**config.mk**
```make
export PLATFORM = sky130hd
export DESIGN_NAME = inst_fetch_cache
export DESIGN_NICKNAME = d
export VERILOG_FILES = /design/src/rtl/inst_fetch_cache_pkg.sv /design/src/rtl/inst_fetch_cache_icache_array.sv /design/src/rtl/inst_fetch_cache.sv
export SDC_FILE = /design/constraint.sdc
export NUM_CORES = 1
export LEC_CHECK = 0
export CORE_AREA = 2 2 184 366
export DETAILED_ROUTE_END_ITERATION = 6
export DIE_AREA = 0 0 186 368
export PLACE_DENSITY = 0.75
export SYNTH_ARGS = -nofsm -noshare
export SYNTH_HDL_FRONTEND = slang
export SYNTH_HIERARCHICAL = 1
export SYNTH_SLANG_ARGS = --single-unit
```
**constraint.sdc**
```tcl
create_clock -name clk -period 6.1 [get_ports clk]
set_input_delay 0.915 -clock clk [delete_from_list [all_inputs] [get_ports clk]]
set_output_delay 0.915 -clock clk [all_outputs]
set_load 0.02 [all_outputs]
```
**src/rtl/inst_fetch_cache_pkg.sv**
```systemverilog
// Shared widths, encodings and payload types for the instruction-fetch cache.
package inst_fetch_cache_pkg;

    localparam int unsigned IC_INDEX_W  = 4;
    localparam int unsigned IC_PREFETCH = 4;
    localparam int unsigned INST_ADDR_W = 32;
    localparam int unsigned INST_W      = 32;
    localparam int unsigned RAM_ADDR_W  = 17;

    localparam logic [INST_W-1:0] ZERO_WORD = '0;

    typedef enum logic {
        IC_RUN   = 1'b0,
        IC_FLUSH = 1'b1
    } ic_state_e;

    // Instruction handed to IF/ID.
    typedef struct packed {
        logic [INST_ADDR_W-1:0] pc;
        logic [INST_W-1:0]      inst;
    } if_payload_t;

endpackage

```
**src/rtl/inst_fetch_cache_icache_array.sv**
```systemverilog
// Direct-mapped one-word-per-line storage: async lookup read, sync fill write,
// per-index valid clear, valid bits reset globally.
module inst_fetch_cache_icache_array
    import inst_fetch_cache_pkg::*;
#(
    parameter int unsigned INDEX_W = IC_INDEX_W,
    parameter int unsigned TAG_W   = RAM_ADDR_W - IC_INDEX_W - 2
) (
    input  logic               clk,
    input  logic               rst,
    input  logic [INDEX_W-1:0] i_rd_idx,
    output logic [INST_W-1:0]  o_rd_data,
    output logic [TAG_W-1:0]   o_rd_tag,
    output logic               o_rd_valid,
    input  logic               i_wr_en,
    input  logic [INDEX_W-1:0] i_wr_idx,
    input  logic [TAG_W-1:0]   i_wr_tag,
    input  logic [INST_W-1:0]  i_wr_data,
    input  logic               i_clr_en,
    input  logic [INDEX_W-1:0] i_clr_idx
);

    localparam int unsigned LINES = 1 << INDEX_W;

    logic [INST_W-1:0] r_data [LINES];
    logic [TAG_W-1:0]  r_tag  [LINES];
    logic [LINES-1:0]  r_valid;

    // Data and tag need no reset; a line is only meaningful once its valid bit is set.
    always_ff @(posedge clk) begin
        if (i_wr_en) begin
            r_data[i_wr_idx] <= i_wr_data;
            r_tag[i_wr_idx]  <= i_wr_tag;
        end
    end

    always_ff @(posedge clk or posedge rst) begin
        if (rst) begin
            r_valid <= '0;
        end else begin
            if (i_wr_en) begin
                r_valid[i_wr_idx] <= 1'b1;
            end
            if (i_clr_en) begin
                r_valid[i_clr_idx] <= 1'b0;
            end
        end
    end

    assign o_rd_data  = r_data[i_rd_idx];
    assign o_rd_tag   = r_tag[i_rd_idx];
    assign o_rd_valid = r_valid[i_rd_idx];

endmodule

```
**src/rtl/inst_fetch_cache.sv**
```systemverilog
// Instruction fetch: a run-ahead fetch engine fills a direct-mapped I-cache while
// the consume PC serves IF/ID from cache hits only.
module inst_fetch_cache
    import inst_fetch_cache_pkg::*;
#(
    parameter int unsigned INDEX_W  = IC_INDEX_W,
    parameter int unsigned PREFETCH = IC_PREFETCH
) (
    input  logic                   clk,
    input  logic                   rst,
    input  logic                   branch_flag_i,
    input  logic [INST_ADDR_W-1:0] branch_target_i,
    input  logic                   stall_i,
    input  logic                   flush_i,
    input  logic [INST_W-1:0]      mem_inst_i,
    input  logic                   mem_inst_valid_i,
    output logic [RAM_ADDR_W-1:0]  mem_pc_o,
    output logic                   mem_pc_changed_o,
    output logic [INST_ADDR_W-1:0] if_pc_o,
    output logic [INST_W-1:0]      if_inst_o,
    output logic                   if_valid_o
);

    localparam int unsigned    TAG_W  = RAM_ADDR_W - INDEX_W - 2;
    localparam int unsigned    LINES  = 1 << INDEX_W;
    localparam logic [INST_ADDR_W-1:0] WINDOW = INST_ADDR_W'(PREFETCH * 4);
    localparam logic [INDEX_W-1:0]     LAST_IDX = INDEX_W'(LINES - 1);

    ic_state_e              r_state, w_state_nx;
    logic [INST_ADDR_W-1:0] r_pc, w_pc_nx;
    logic [INST_ADDR_W-1:0] r_fetch_pc, w_fetch_pc_nx;
    logic [INDEX_W-1:0]     r_flush_idx, w_flush_idx_nx;
    if_payload_t            r_if, w_if_nx;
    logic                   r_if_valid, w_if_valid_nx;
    logic                   r_pc_changed, w_pc_changed_nx;

    logic [INST_W-1:0]      w_rd_data;
    logic [TAG_W-1:0]       w_rd_tag;
    logic                   w_rd_valid;
    logic                   w_hit;
    logic                   w_fill;
    logic                   w_wr_en;
    logic                   w_clr_en;
    logic [INST_ADDR_W-1:0] w_dist;

    inst_fetch_cache_icache_array #(
        .INDEX_W (INDEX_W),
        .TAG_W   (TAG_W)
    ) u_array (
        .clk        (clk),
        .rst        (rst),
        .i_rd_idx   (r_pc[INDEX_W+1:2]),
        .o_rd_data  (w_rd_data),
        .o_rd_tag   (w_rd_tag),
        .o_rd_valid (w_rd_valid),
        .i_wr_en    (w_wr_en),
        .i_wr_idx   (r_fetch_pc[INDEX_W+1:2]),
        .i_wr_tag   (r_fetch_pc[RAM_ADDR_W-1:INDEX_W+2]),
        .i_wr_data  (mem_inst_i),
        .i_clr_en   (w_clr_en),
        .i_clr_idx  (r_flush_idx)
    );

    assign w_hit  = w_rd_valid && (w_rd_tag == r_pc[RAM_ADDR_W-1:INDEX_W+2]);
    // A word arriving alongside a restart pulse belongs to the old stream.
    assign w_fill = mem_inst_valid_i && !r_pc_changed && (r_state == IC_RUN);
    assign w_dist = r_fetch_pc - r_pc;

    always_ff @(posedge clk or posedge rst) begin
        if (rst) begin
            r_state      <= IC_RUN;
            r_pc         <= '0;
            r_fetch_pc   <= '0;
            r_flush_idx  <= '0;
            r_if         <= '0;
            r_if_valid   <= 1'b0;
            r_pc_changed <= 1'b0;
        end else begin
            r_state      <= w_state_nx;
            r_pc         <= w_pc_nx;
            r_fetch_pc   <= w_fetch_pc_nx;
            r_flush_idx  <= w_flush_idx_nx;
            r_if         <= w_if_nx;
            r_if_valid   <= w_if_valid_nx;
            r_pc_changed <= w_pc_changed_nx;
        end
    end

    always_comb begin
        w_state_nx      = r_state;
        w_pc_nx         = r_pc;
        w_fetch_pc_nx   = r_fetch_pc;
        w_flush_idx_nx  = r_flush_idx;
        w_if_nx         = r_if;
        w_if_valid_nx   = r_if_valid;
        w_pc_changed_nx = 1'b0;
        w_wr_en         = 1'b0;
        w_clr_en        = 1'b0;

        if (branch_flag_i) begin
            w_state_nx      = IC_RUN;
            w_pc_nx         = branch_target_i;
            w_fetch_pc_nx   = branch_target_i;
            w_pc_changed_nx = 1'b1;
            w_if_valid_nx   = 1'b0;
            w_wr_en         = w_fill;
        end else if (r_state == IC_FLUSH) begin
            w_if_valid_nx = 1'b0;
            if (flush_i) begin
                w_flush_idx_nx = '0;
            end else begin
                w_clr_en = 1'b1;
                if (r_flush_idx == LAST_IDX) begin
                    w_state_nx      = IC_RUN;
                    w_fetch_pc_nx   = r_pc;
                    w_pc_changed_nx = 1'b1;
                end else begin
                    w_flush_idx_nx = r_flush_idx + INDEX_W'(1);
                end
            end
        end else if (flush_i) begin
            w_state_nx     = IC_FLUSH;
            w_flush_idx_nx = '0;
            w_if_valid_nx  = 1'b0;
        end else begin
            // Fill runs ahead of pc by at most WINDOW; at the limit the same word is refetched.
            if (w_fill) begin
                w_wr_en = 1'b1;
                if (w_dist < WINDOW) begin
                    w_fetch_pc_nx = r_fetch_pc + INST_ADDR_W'(4);
                end
            end
            if (!stall_i) begin
                if (w_hit) begin
                    w_if_nx.inst  = w_rd_data;
                    w_if_nx.pc    = r_pc;
                    w_if_valid_nx = 1'b1;
                    w_pc_nx       = r_pc + INST_ADDR_W'(4);
                end else begin
                    w_if_valid_nx = 1'b0;
                    if (w_dist > WINDOW) begin
                        w_fetch_pc_nx   = r_pc;
                        w_pc_changed_nx = 1'b1;
                    end
                end
            end
        end
    end

    assign mem_pc_o         = r_fetch_pc[RAM_ADDR_W-1:0];
    assign mem_pc_changed_o = r_pc_changed;
    assign if_pc_o          = r_if.pc;
    assign if_inst_o        = r_if.inst;
    assign if_valid_o       = r_if_valid;

endmodule

```
-- Yosys cells after proc, flatten, opt, wreduce, memory -nomap -nowiden
Memories as Yosys holds them, arrays and structs flattened. A register that Yosys moved wholly into a read port is not among the register bits.
Cells that the tools add are included.
- add/subtract/negate cells: 4
- $lt $le $gt $ge: 7
- equal/unequal tests: 8
- multiplexer cells: 54
- bitwise operators: 7
- reductions and logical operators: 12
- operator list (cell ; count):
    two-way mux 32 bit ; 15
    adder 32 x 3 -> 32 bit (second input constant) ; 2
    > comparator 32 x 5 -> 1 bit (second input constant) ; 1
    < comparator 32 x 5 -> 1 bit (second input constant) ; 1
    two-way mux 16 bit ; 2
    subtractor 32 bit ; 1
    two-way mux 1 bit ; 30
    AND 16 bit ; 1
    two-way mux 4 bit ; 4
    NOT 16 bit ; 1
    OR 16 bit ; 1
    < comparator 4 x 5 -> 1 bit (second input constant) ; 3
    equality test 11 bit ; 1
    demux 1 bit (select 4 bit) ; 2
    >= comparator 4 x 1 -> 1 bit (second input constant) ; 2
    != test 2 bit (second input constant) ; 4
    logical AND 1 bit ; 5
    AND reduction 5 bit ; 1
    adder 4 x 1 -> 4 bit (second input constant) ; 1
    binary-select mux 1 bit (select 4 bit) ; 1
    equality test 4 bit (second input constant) ; 1
    != test 4 x 2 -> 1 bit (second input constant) ; 1
    NOT 1 bit ; 4
    AND reduction 4 bit ; 1
    5 further kinds ; 6
- bits in registers: 119
- memory bits (writable): 688
- input bits: 70
- memories kept: 2
- memory list (name ; depth ; width ; rd ports ; clocked after Yosys merged registers in ; wr ports ; line ; RTL):
    u_array.r_data ; 16 ; 32 ; 1 ; 1 ; 1 ; inst_fetch_cache_icache_array.sv:25 ; logic [INST_W-1:0] r_data [LINES];
    u_array.r_tag ; 16 ; 11 ; 1 ; 0 ; 1 ; inst_fetch_cache_icache_array.sv:26 ; logic [TAG_W-1:0] r_tag [LINES];

-- Longest topological paths before layout
- word-level depth: 10
- depth in mapped cells: 16
- depth with buffers taken out: 15

-- Cells and area by module
The synthesis kept the hierarchy.
- modules (own cells, without submodules) (module ; times used ; cells each ; area each (um^2) ; sequential area each (um^2)):
    inst_fetch_cache_icache_array ; 1 ; 1129 ; 26536.7 ; 21060.2
    inst_fetch_cache ; 1 ; 995 ; 9148.8 ; 3378.2

-- Least setup slack after synthesis
No wires, ideal clock.
- path kind: input to register
- from: in branch_flag_i
- to: reg u_array.r_valid[1]
- data arrival time: 6.851 ns
- required time: 6.019 ns
- setup slack: -0.832 ns
- stages on the path: 8
- path buffers: 3
- path through: clkbuf_1 -> inv_1 -> clkbuf_1 -> clkbuf_1 -> a21oi_1 -> nand2_1 -> nor4_1 -> o32a_1
- cells in the longest elaborated chain, start to end: 4
- elaborated cells between the ends (all ways): 5
- those cells by class: 4 x mux; 1 x bitwise
- ends and longest elaborated chain (what ; line ; RTL):
    start, declared ; inst_fetch_cache.sv:11 ; input logic branch_flag_i,
    two-way mux 1 bit (*) ; inst_fetch_cache.sv:100 ; if (branch_flag_i) begin
    net w_wr_en ; inst_fetch_cache.sv:42 ; logic w_wr_en;
    two-way mux 16 bit (*) ; inst_fetch_cache_icache_array.sv:41 ; if (i_wr_en) begin
    AND 16 bit (no line) ; n/a ;
    two-way mux 16 bit (*) ; inst_fetch_cache_icache_array.sv:44 ; if (i_clr_en) begin
    end signal, assigned ; inst_fetch_cache_icache_array.sv:39 ; r_valid <= '0;
    end signal, assigned by index ; inst_fetch_cache_icache_array.sv:42 ; r_valid[i_wr_idx] <= 1'b1;
    end signal, assigned by index ; inst_fetch_cache_icache_array.sv:45 ; r_valid[i_clr_idx] <= 1'b0;
    end, declared ; inst_fetch_cache_icache_array.sv:27 ; logic [LINES-1:0] r_valid;
The timed path passes the listed nets; every way through them passes the cells marked *.
A chain may end at the register's enable or synchronous reset.

-- Final worst setup path
- from: reg r_fetch_pc[11]
- to: reg r_fetch_pc[12]
- cells in the longest elaborated chain, start to end: 10
- elaborated cells between the ends (all ways): 12
- those cells by class: 2 x add/sub; 2 x order compare; 8 x mux
- ends and longest elaborated chain (what ; line ; RTL):
    start, declared ; inst_fetch_cache.sv:31 ; logic [INST_ADDR_W-1:0] r_fetch_pc, w_fetch_pc_nx;
    start signal, assigned ; inst_fetch_cache.sv:81 ; r_fetch_pc <= w_fetch_pc_nx;
    subtractor 32 bit ; inst_fetch_cache.sv:67 ; assign w_dist = r_fetch_pc - r_pc;
    < comparator 32 x 5 -> 1 bit ; inst_fetch_cache.sv:129 ; if (w_dist < WINDOW) begin
    two-way mux 32 bit ; inst_fetch_cache.sv:129 ;
    two-way mux 32 bit ; inst_fetch_cache.sv:127 ; if (w_fill) begin
    two-way mux 32 bit ; inst_fetch_cache.sv:141 ; if (w_dist > WINDOW) begin
    two-way mux 32 bit ; inst_fetch_cache.sv:134 ; if (w_hit) begin
    two-way mux 32 bit (*) ; inst_fetch_cache.sv:133 ; if (!stall_i) begin
    two-way mux 32 bit (*) ; inst_fetch_cache.sv:121 ; end else if (flush_i) begin
    two-way mux 32 bit (*) ; inst_fetch_cache.sv:107 ; end else if (r_state == IC_FLUSH) begin
    two-way mux 32 bit (*) ; inst_fetch_cache.sv:100 ;
Mark *: on every way between the ends. The rest lies on a longest branch, timed or not. The select of a mux whose other input is x is not followed.

==> results.sh <==
export IMPL_status="completed"
export IMPL_finalCritPeriodShare_pct=88.1
export IMPL_syn_nets=2229
export IMPL_syn_area_mm2=0.0357
export IMPL_max_freq_mhz=186
export IMPL_tns_ns=0
export IMPL_drtIter0Drc=1922
export IMPL_combinationalPowerShare_pct=12.8
export IMPL_p_sw_share_pct=25.0
export IMPL_cp_slowest_stage_delay_ns=0.75
export IMPL_intPower_mw=9.44
export IMPL_port_buffers=152
export IMPL_wire_per_inst_um=30.7
export IMPL_ys_top_cells_by_area="edfxtp_1 (58%), mux4_2 (11%), dfrtp_1 (11%)"
export IMPL_power_frac_clock_pct=35.8
export IMPL_overflow=0
export IMPL_drc=0
export IMPL_setup_violations=0
export IMPL_dr_total_vias=21211
export IMPL_cts_hold_buf=0
export IMPL_crit_path_top_delay_cell="ha_1"
export IMPL_firstDrtPassIters=5
export IMPL_pre_cts_ws_ns=0.859
export IMPL_power_density_mw_per_mm2=311
export IMPL_power_mw=12.6
export IMPL_path_clk_slew_ns=0.06
export IMPL_root_buffer="clkbuf_16"
export IMPL_yosysWarnings=6
export IMPL_ys_ff_latch=839
export IMPL_viasPerCell=6.61
export IMPL_p_switching_mw=3.15
export IMPL_fin_ws_ns=0.726
export IMPL_finalCriticalPeriod_ns=5.37
export IMPL_ys_flop_type="edfxtp_1"
export IMPL_areaGrowthSynthToFinish_pct=13.6
export IMPL_cp_max_fo=22
export IMPL_drive_gt1_share_pct=20.0
export IMPL_post_synth_top_area_cell="edfxtp_1"
export IMPL_syn_inst=2124
export IMPL_die_h_um=368
export IMPL_antenna_left=0
export IMPL_synth_enable_flop_cells=688
export IMPL_core_area_mm2=0.0657
export IMPL_cts_buffers=70
export IMPL_grt_usage_pct=29.6
export IMPL_start_kind="register"
export IMPL_synth_common_cells="edfxtp_1 (688), mux4_2 (176), dfrtp_1 (151), nand2_1 (137), a22oi_1 (106)"
export IMPL_async_flop_share_pct=18.0
export IMPL_worstSetupEndpointType="register"
export IMPL_fin_nets=2375
export IMPL_cp_arrival_ns=5.91
export IMPL_wl_um=98300
export IMPL_hp_class="reg -> reg"
export IMPL_relSlewSlack_pct=16.5
export IMPL_row_count=133
export IMPL_place_congestion=0.987
export IMPL_grt_pass1_vias=22554
export IMPL_power_leakage_nw=13.8
export IMPL_io_pins=153
export IMPL_syn_area_per_cell_um2=16.8
export IMPL_required_ns=6.64
export IMPL_clkSinkCount=839
export IMPL_synthDistinctLibCells=81
export IMPL_start_util_pct=54.3
export IMPL_synth_seq_area_share_pct=68.5
export IMPL_dp_hpwl_um=59300
export IMPL_drv_slew=0
export IMPL_grt_max_degree=102
export IMPL_timing_max_cap_violations=0
export IMPL_grt_pass1_wl_um=145000
export IMPL_power_frac_seq_pct=51.4
export IMPL_crit_path_cell_trace="ha_1 > nand2_1 > or3_1 > a2111o_1 > a31oi_1 > nor3_1 > mux2i_1 > a211oi_1 > and2_1 > a31oi_2 > buf_4 > a31o_2 > a22oi_1"
export IMPL_path_class="reg -> reg"
export IMPL_netlist_area_leader_share_pct=57.9
export IMPL_cts_resized=0
export IMPL_worstMarginPinSlew_ns=1.25
export IMPL_skew_ns=0.0356
export IMPL_cts_tree="done"
export IMPL_cts_buffer_depth=3
export IMPL_vdd_drop_max_v=0.000278
export IMPL_h_tree_depth=3
export IMPL_rsz0062_at_grt="false"
export IMPL_insertion_delay_ns=0.64
export IMPL_antenna_found_initial=3
export IMPL_die_area_mm2=0.0684
export IMPL_yosysMostFrequentCell="edfxtp_1"
export IMPL_post_cts_buffers=0
export IMPL_die_width_um=186
export IMPL_finalHoldViolCount=0
==> state kept, by name, indices dropped and copies added, names as in the netlist <==
signal	flops
r_fetch_pc	32
u_array/r_tag	176
mem_pc_changed_o	1
r_pc	32
if_pc_o	32
if_valid_o	1
r_flush_idx	4
u_array/r_valid	16
r_state	1
u_array/r_data	512
if_inst_o	32
==> cells in the final DEF, fill, tap and decap left out, types with 41 or more instances in the layout <==
cell type	n
clkbuf_16	73
buf_4	47
a22oi_1	106
nor2_1	41
mux4_2	176
nand3_1	42
o21ai_0	71
edfxtp_1	688
a21oi_1	48
nand2_1	137
mux2_2	69
clkdlybuf4s50_1	151
xnor2_1	52
dfrtp_1	149
inv_1	50
==> path summary, 6_finish.rpt <==
check                                                   start                             to  slack [ns]  depth (start not counted)
max in group asynchronous                                 rst        if_pc_o[12]$_DFFE_PP0P_        3.71                          3
worst min register to register  u_array/r_valid[11]$_DFF_PP0_  u_array/r_valid[11]$_DFF_PP0_        0.49                          1
worst min-delay path            u_array/r_valid[11]$_DFF_PP0_  u_array/r_valid[11]$_DFF_PP0_        0.49                          1
worst max-delay path               r_fetch_pc[11]$_DFFE_PP0P_     r_fetch_pc[12]$_DFFE_PP0P_        0.73                         13
worst max register to register     r_fetch_pc[11]$_DFFE_PP0P_     r_fetch_pc[12]$_DFFE_PP0P_        0.73                         13
min in group asynchronous                                 rst  u_array/r_valid[15]$_DFF_PP0_        0.88                          2
==> layer usage <==
metal,wire (um),GRT usage (%),vias up
met5,27,0,-
met2,51200,50.7,1143
met4,8080,21.8,4
met3,6980,5.64,355
met1,32100,32.5,10923
li1,-,-,8786
==> cells by family after synthesis <==
kind of cell / Yosys count / synth area share [%]
fa+ha+maj: 35 / 1.25
flops: 839 / 68.5
compound gates: 358 / 7.08
mux: 256 / 13.6
xor+xnor: 77 / 1.89
simple gates: 378 / 5.27
buf+inv: 181 / 2.44
==> worst max-delay path, delay by kind of cell (launching register included) <==
| family | cells | cell delay (ns) |
|---|---|---|
| and+or+nand+nor | 4 | 1.26 |
| adders and majority gates | 1 | 0.75 |
| buffers and inverters | 1 | 0.37 |
| DFF | 1 | 0.65 |
| muxes | 1 | 0.15 |
| AOI/OAI and AO/OA | 6 | 2.08 |
==> area by class of cell <==
cell class,count,area [um2]
Antenna cell,3,7.51
Clock buffer,96,1990
Clock inverter,33,292
Fill cell,4647,25200
Inverter,51,196
Multi-Input combinational cell,1104,10500
Sequential cell,839,24400
Tap cell,877,1100
Timing Repair Buffer,204,1970
==> per-stage QoR <==
step	hold slack [ns]	instances	instance area [um2]	utilization, %
floorplan	0.455	2124	35700	-
global placement	0.465	3075	38300	58.2
detailed placement	0.476	3075	38300	58.2
CTS	0.490	3204	40500	61.7
global route	0.509	3204	40500	61.7
finish	0.491	3207	40500	61.7
==> power by group through the flow <==
stage          clock network (mW)  logic [mW]  registers (mW)
2_1_floorplan                   0        1.06            6.54
3_3_place_gp                    0        1.56            6.57
3_5_place_dp                    0        1.58            6.58
4_1_cts                      4.57        1.59            6.46
5_1_grt                      4.77        1.73            6.47
6_report                     4.51        1.61            6.47
(Power assumes the default switching activity.)
